### config.mk
export PLATFORM = sky130hd
export DESIGN_NAME = uart_loader_ctrl
export DESIGN_NICKNAME = d
export VERILOG_FILES = /design/src/rtl/uart_loader_ctrl.sv
export SDC_FILE = /design/constraint.sdc
export NUM_CORES = 1
export LEC_CHECK = 0
export CAP_MARGIN = 20
export CORE_ASPECT_RATIO = 1.75
export CORE_MARGIN = 4
export CORE_UTILIZATION = 49
export DETAILED_ROUTE_END_ITERATION = 7
export PLACE_DENSITY = 0.81
export SYNTH_ARGS = -nofsm -noshare
export SYNTH_HDL_FRONTEND = slang
export SYNTH_SLANG_ARGS = --single-unit
### constraint.sdc
create_clock -name sys_clk -period 5.2 [get_ports sys_clk]
set_clock_uncertainty 0.05 [all_clocks]
set_input_delay 1.04 -clock sys_clk [delete_from_list [all_inputs] [get_ports sys_clk]]
set_output_delay 1.04 -clock sys_clk [all_outputs]
set_load 0.05 [all_outputs]
### src/rtl/uart_loader_ctrl.sv
// UART command sequencer: assembles opcode/address/data frames from the UART receiver,
// drives single-word memory accesses and returns ACK/NAK/read data through the UART sender.
module uart_loader_ctrl #(
    parameter int TIMEOUT_CYCLES = 1000000
) (
    input  logic        sys_clk,
    input  logic        sys_rst,
    input  logic        uart_done,
    input  logic [7:0]  uart_data,
    input  logic        uart_tx_busy,
    output logic        uart_en,
    output logic [7:0]  uart_din,
    output logic [31:0] mem_addr,
    output logic [31:0] mem_wdata,
    output logic        mem_we,
    output logic        mem_re,
    input  logic [31:0] mem_rdata,
    input  logic        mem_rvalid,
    output logic        cpu_hold,
    output logic [3:0]  dbg_state
);

    localparam int TW = $clog2(TIMEOUT_CYCLES + 1);

    localparam logic [7:0] ACK = 8'h06;
    localparam logic [7:0] NAK = 8'h15;

    typedef enum logic [3:0] {
        S_IDLE       = 4'd0,
        S_GET_ADDR   = 4'd1,
        S_GET_DATA   = 4'd2,
        S_MEM_WR     = 4'd3,
        S_MEM_RD     = 4'd4,
        S_RD_WAIT    = 4'd5,
        S_TX_LOAD    = 4'd6,
        S_TX_WAIT_HI = 4'd7,
        S_TX_WAIT_LO = 4'd8
    } state_t;

    state_t        state;
    logic [1:0]    cnt;
    logic [TW-1:0] tmo_cnt;
    logic          is_read;
    logic [31:0]   tx_buf;
    logic [2:0]    tx_left;

    assign dbg_state = state;

    // Transmit handshake: uart_en is a one-cycle request issued only while uart_tx_busy is low;
    // the byte on uart_din is held until the sender has raised and then dropped uart_tx_busy.
    always_ff @(posedge sys_clk or posedge sys_rst) begin
        if (sys_rst) begin
            state     <= S_IDLE;
            cnt       <= 2'd0;
            tmo_cnt   <= '0;
            is_read   <= 1'b0;
            tx_buf    <= 32'h0;
            tx_left   <= 3'd0;
            uart_en   <= 1'b0;
            uart_din  <= 8'h00;
            mem_addr  <= 32'h0;
            mem_wdata <= 32'h0;
            mem_we    <= 1'b0;
            mem_re    <= 1'b0;
            cpu_hold  <= 1'b1;
        end else begin
            uart_en <= 1'b0;
            mem_we  <= 1'b0;
            mem_re  <= 1'b0;
            case (state)
                S_IDLE: begin
                    if (uart_done) begin
                        cnt     <= 2'd0;
                        tmo_cnt <= '0;
                        case (uart_data)
                            8'h00: state <= S_IDLE;
                            8'h01: begin
                                is_read <= 1'b0;
                                state   <= S_GET_ADDR;
                            end
                            8'h02: begin
                                is_read <= 1'b1;
                                state   <= S_GET_ADDR;
                            end
                            8'h03: begin
                                cpu_hold <= 1'b0;
                                tx_buf   <= {24'h0, ACK};
                                tx_left  <= 3'd1;
                                state    <= S_TX_LOAD;
                            end
                            8'h04: begin
                                cpu_hold <= 1'b1;
                                tx_buf   <= {24'h0, ACK};
                                tx_left  <= 3'd1;
                                state    <= S_TX_LOAD;
                            end
                            default: begin
                                tx_buf  <= {24'h0, NAK};
                                tx_left <= 3'd1;
                                state   <= S_TX_LOAD;
                            end
                        endcase
                    end
                end
                S_GET_ADDR, S_GET_DATA: begin
                    // A byte arriving in the expiry cycle wins and restarts the timer.
                    if (uart_done) begin
                        tmo_cnt <= '0;
                        cnt     <= cnt + 2'd1;
                        if (state == S_GET_ADDR) begin
                            mem_addr[{cnt, 3'b000} +: 8] <= uart_data;
                            if (cnt == 2'd3) state <= is_read ? S_MEM_RD : S_GET_DATA;
                        end else begin
                            mem_wdata[{cnt, 3'b000} +: 8] <= uart_data;
                            if (cnt == 2'd3) state <= S_MEM_WR;
                        end
                    end else if (tmo_cnt >= TW'(TIMEOUT_CYCLES)) begin
                        state   <= S_IDLE;
                        cnt     <= 2'd0;
                        tmo_cnt <= '0;
                    end else begin
                        tmo_cnt <= tmo_cnt + 1'b1;
                    end
                end
                S_MEM_WR: begin
                    mem_we  <= 1'b1;
                    tx_buf  <= {24'h0, ACK};
                    tx_left <= 3'd1;
                    state   <= S_TX_LOAD;
                end
                S_MEM_RD: begin
                    mem_re <= 1'b1;
                    state  <= S_RD_WAIT;
                end
                S_RD_WAIT: begin
                    // mem_re is still high in the first cycle here; a coincident rvalid is not ours.
                    if (mem_rvalid && !mem_re) begin
                        tx_buf  <= mem_rdata;
                        tx_left <= 3'd4;
                        state   <= S_TX_LOAD;
                    end
                end
                S_TX_LOAD: begin
                    if (!uart_tx_busy) begin
                        uart_en  <= 1'b1;
                        uart_din <= tx_buf[7:0];
                        state    <= S_TX_WAIT_HI;
                    end
                end
                S_TX_WAIT_HI: begin
                    if (uart_tx_busy) state <= S_TX_WAIT_LO;
                end
                S_TX_WAIT_LO: begin
                    if (!uart_tx_busy) begin
                        tx_buf  <= {8'h00, tx_buf[31:8]};
                        tx_left <= tx_left - 3'd1;
                        state   <= (tx_left == 3'd1) ? S_IDLE : S_TX_LOAD;
                    end
                end
                default: state <= S_IDLE;
            endcase
        end
    end

endmodule

# == Yosys cells after proc, flatten, opt, wreduce, memory -nomap -nowiden ==
# Cells that the tools add are included.
# totals
reg_bits,138
# op_classes
n_addsub,4
order_cmp,1
eq_ne,22
shifts,2
mux,40
bitwise_logic,2
reduce_logical,21
# op_table
cell,n
32-bit case mux with 4 select lines,1
32-bit two-way mux,3
32-bit bitwise mux,2
32-bit case mux with 2 select lines,1
20-bit two-way mux,3
4-bit two-way mux,10
20-bit case mux with 2 select lines,1
4-bit case mux with 8 select lines,1
"8-bit by 7-bit variable shift with 32-bit output, first input constant",1
8-bit by 7-bit variable part select with 32-bit output,1
"20-bit by 1-bit adder with 20-bit output, second input constant",1
"20-bit >= comparator, second input constant",1
3-bit two-way mux,6
"4-bit by 3-bit == test with 1-bit output, second input constant",4
"8-bit by 2-bit == test with 1-bit output, second input constant",2
3-bit AND reduction,5
"2-bit != test, second input constant",6
3-bit case mux with 4 select lines,1
"4-bit by 2-bit == test with 1-bit output, second input constant",2
"8-bit by 1-bit == test with 1-bit output, second input constant",1
"8-bit by 3-bit == test with 1-bit output, second input constant",1
8-bit logical NOT,1
5-bit negator with 7-bit output,1
7-bit AND reduction,1
22 further kinds,35

# == Depth between registers and ports, before layout ==
# depth
word_depth,5
mapped_depth,8
mapped_depth_nobuf,6

# == Worst setup path before layout ==
# Ideal clock, no wire load.
# synth_timing
path_kind,input -> register
start,input port uart_data[5]
end,register is_read
setup_time_ps,118
arrival_time_ps,2708
setup_slack_ps,2325
stages,5
path_buffers,0
path_cell_list,or4_1 or4b_4 or3b_1 a21oi_1 nor2_1
# synth_between
elab_chain_len,3
# synth_lines
item,line_no,rtl
"start, declared",9,"input logic [7:0] uart_data,"
8-bit by 2-bit == test with 1-bit output / 8-bit by 1-bit == test with 1-bit output (equally long branches),75,case (uart_data)
2-bit nonzero test (no line),--,
3-bit AND reduction (no line),--,
"end signal, assigned",56,is_read <= 1'b0;
"end signal, assigned",78,is_read <= 1'b0;
"end signal, assigned",82,is_read <= 1'b1;
"end, declared",43,logic is_read;
# Several ways; a longest one is shown, not always the timed one.
# A chain may end at the register's enable or synchronous reset.

# == Final worst setup path ==
# layout_timing
start,input port uart_done
end,register mem_wdata[21]
# layout_between
elab_chain_len,1
# layout_lines
item,line_no,rtl
"start, declared",8,"input logic uart_done,"
3-bit AND reduction (no line),--,
"end signal, assigned by index",114,"mem_wdata[{cnt, 3'b000} +: 8] <= uart_data;"
"end, declared",14,"output logic [31:0] mem_wdata,"
# No other way between the ends.

==> results_dict.tcl <==
set metrics [dict create \
    status "complete, no violations" \
    synthTopCellsByArea "dfrtp_1, nand2_1, o21ai_0" \
    dieArea_um2 14700 \
    hold_path_class "reg -> reg" \
    clockBufferDepth 2 \
    layout-drive-gt1-share 0.0841 \
    finalSetupTns_ns 0 \
    cp_slowest_cell "nor4b_1" \
    synth.largest_area_cell "dfrtp_1" \
    initial_core_util 0.501 \
    path_cells "clkdlybuf4s50_1, nor4b_1, nand2_1, o21ai_0" \
    core-area_um2 12400 \
    clk_pin_slew_ns 0.06 \
    numPortBuffers 124 \
    hp-start "mem_addr[23]" \
    firstDrtPassIters 5 \
    p_int_uw 2970 \
    antenna_found_initial 0 \
    ys_seq_area_frac 0.555 \
    switching_share 0.433 \
    endpoint_kind "flip-flop" \
    slowest_delay_ns 0.96 \
    netSwitchingPower_uw 2270 \
    hold_depth 2 \
    hold_ws_ns 0.428 \
    fin_util 0.664 \
    period_needed_ns 3.50 \
    leakage_uw 0.00341 \
    grt_pass1_wl_um 25600 \
    setup_viol 0 \
    vdd.ir_drop.worst_mv 0.292 \
    rows 54 \
    io_pins 125 \
    period_share 0.673 \
    cts_buffers 17 \
    synth_cells 649 \
    start_kind "primary input" \
    power.share.clock 0.239 \
    slew_violations 0 \
    fmax_mhz 286 \
    synth-seq-cells 138 \
    rr_worst_depth 4 \
    seqPwrFrac 0.327 \
    p_per_area_nw_per_um2 635 \
    drt-initial-drc-count 341 \
    chipHeight_um 157 \
    async_flop_share 1.00 \
    cts.htree.levels 4 \
    wl_per_cell_um 17.1 \
    hold_viol 0 \
    holdBufCountCts 0 \
    maxCapViolCount 0 \
    worst-setup-path-type "in -> reg" \
    syn_to_final_growth_pct 32.4 \
    ant_nets 0 \
    rsz0062_at_grt "false" \
    die_w_um 93.2 \
    comb_power_share 0.435 \
    wl_um 16100 \
    vias 5229 \
    worst_r2r_endpoint "mem_wdata[21]" \
    synth.cell_area_um2 6230 \
    nNetsFinal 815 \
    synth_top_area_share 0.550 \
    grt_overflow 0 \
    synth.distinct_cells 55 \
    syn_avg_cell_area_um2 9.60 \
    cts_tree "done" \
    clkLatencyLatePin_ns 0.42 \
    first_global_vias 5137 \
    cts_resized 0 \
    clock-sinks 138 \
    worst_hold_path.endpoint "mem_addr[23]" \
    grt_usage 0.222 \
    required_ns 5.45 \
    root_buffer "clkbuf_16" \
    dp_hpwl_um 11000 \
    slew_headroom 0.237 \
    drc_errors 0 \
    synth_ff_type "dfrtp_1" \
    via_per_inst 5.55 \
    place.gp.congestion 0.830 \
    ys_warn_count 0 \
    timing.rr.start "dbg_state[1]" \
    worstMarginPinSlew_ns 1.13 \
    crit_fanout 16 \
    crit_arrival_ns 3.75 \
    reg2reg_slack_ns 1.98 \
    synth_edf_count 0 \
    grt_start_max_net_pins 86 \
    synth_nets 704 \
    postCtsSetupBuffers 0 \
]
-- cell type report --
cell class	instances	area [um2]
Fill cell	984	4180
Sequential cell	138	3450
Multi-Input combinational cell	460	2590
Timing Repair Buffer	130	1330
Clock buffer	17	425
Tap cell	168	210
Clock inverter	15	188
Inverter	13	51.3
Antenna cell	1	2.50
-- cells in the mapped netlist (4+ instances only) --
cell / n
a21oi_1: 14
a221oi_1: 20
a22o_1: 4
a31oi_1: 6
buf_2: 6
clkbuf_1: 29
dfrtp_1: 137
ha_1: 10
inv_1: 13
mux2_2: 11
nand2_1: 137
nand2b_1: 5
nand3_1: 9
nand4_1: 4
nor2_1: 70
nor3_1: 10
nor3b_1: 6
nor4_1: 6
o21ai_0: 81
o31ai_1: 4
or3_1: 4
xnor2_1: 8
xor2_1: 6
-- stage by stage --
stage / cell area, um2 / cells / setup WS [ns] / total power (uW)
floorplan: 6230 / 649 / 0.415 / 3250
global placement: 7590 / 907 / 1.67 / 3870
detailed placement: 7590 / 907 / 1.49 / 3960
CTS: 8210 / 939 / 1.82 / 5240
global route: 8250 / 941 / 1.63 / 5510
finish: 8250 / 942 / 1.70 / 5240
-- how the worst max path moves through the flow --
stage / start / endpoint / slack (ns) / depth (start not counted)
2_1_floorplan: sys_rst / cnt[0] / 0.42 / 1
3_3_place_gp: uart_done / mem_wdata[11] / 1.67 / 5
3_5_place_dp: uart_done / mem_wdata[10] / 1.49 / 5
4_1_cts: uart_done / mem_wdata[17] / 1.82 / 5
5_1_grt: uart_done / mem_wdata[10] / 1.63 / 5
6_report: uart_done / mem_wdata[21] / 1.70 / 4
-- power by group through the flow --
| stage | Clock, uW | Sequential, uW | Combinational [uW] |
|---|---|---|---|
| global placement | 0 | 1700 | 2170 |
| CTS | 1260 | 1700 | 2270 |
| finish | 1250 | 1710 | 2280 |
| floorplan | 0 | 2290 | 955 |
| global route | 1310 | 1760 | 2450 |
| detailed placement | 0 | 1720 | 2250 |
-- sequential cells by signal, indices dropped and copies added, names as in the netlist --
| name | count |
|---|---|
| uart_din | 8 |
| uart_en | 1 |
| tx_buf | 32 |
| cpu_hold | 1 |
| cnt | 2 |
| mem_re | 1 |
| tx_left | 3 |
| mem_we | 1 |
| mem_wdata | 32 |
| is_read | 1 |
| dbg_state | 4 |
| mem_addr | 32 |
| tmo_cnt | 20 |
-- critical path: cells and delay by family --
family,cells,cell delay (ns)
buffers and inverters,1,0.77
and+or+nand+nor,2,1.54
AOI/OAI and AO/OA,1,0.40
-- per-layer routing --
metal	up-vias	global-route usage	part of all wire
met2	165	0.396	0.56
met1	2557	0.256	0.37
met4	0	0.0978	0.024
met5	-	0	0
met3	28	0.0450	0.044
li1	2479	-	-
-- cell families after synthesis --
kind of cell    count (synthesis)  synth area share
compound gates                148             0.146
buf+inv                        51            0.0337
fa+ha+maj                      10            0.0201
xor+xnor                       14            0.0197
mux                            11            0.0199
flops                         138             0.555
simple gates                  277             0.206
-- cell usage in the layout (no fill, tap or decap), types with 11 or more instances in the layout --
cell and count:
a21oi_1 14, a221oi_1 20, clkbuf_16 17, clkdlybuf4s50_1 124
dfrtp_1 137, inv_1 12, mux2_2 11, nand2_1 137
nor2_1 70, o21ai_0 81
(Power assumes the default switching activity.)
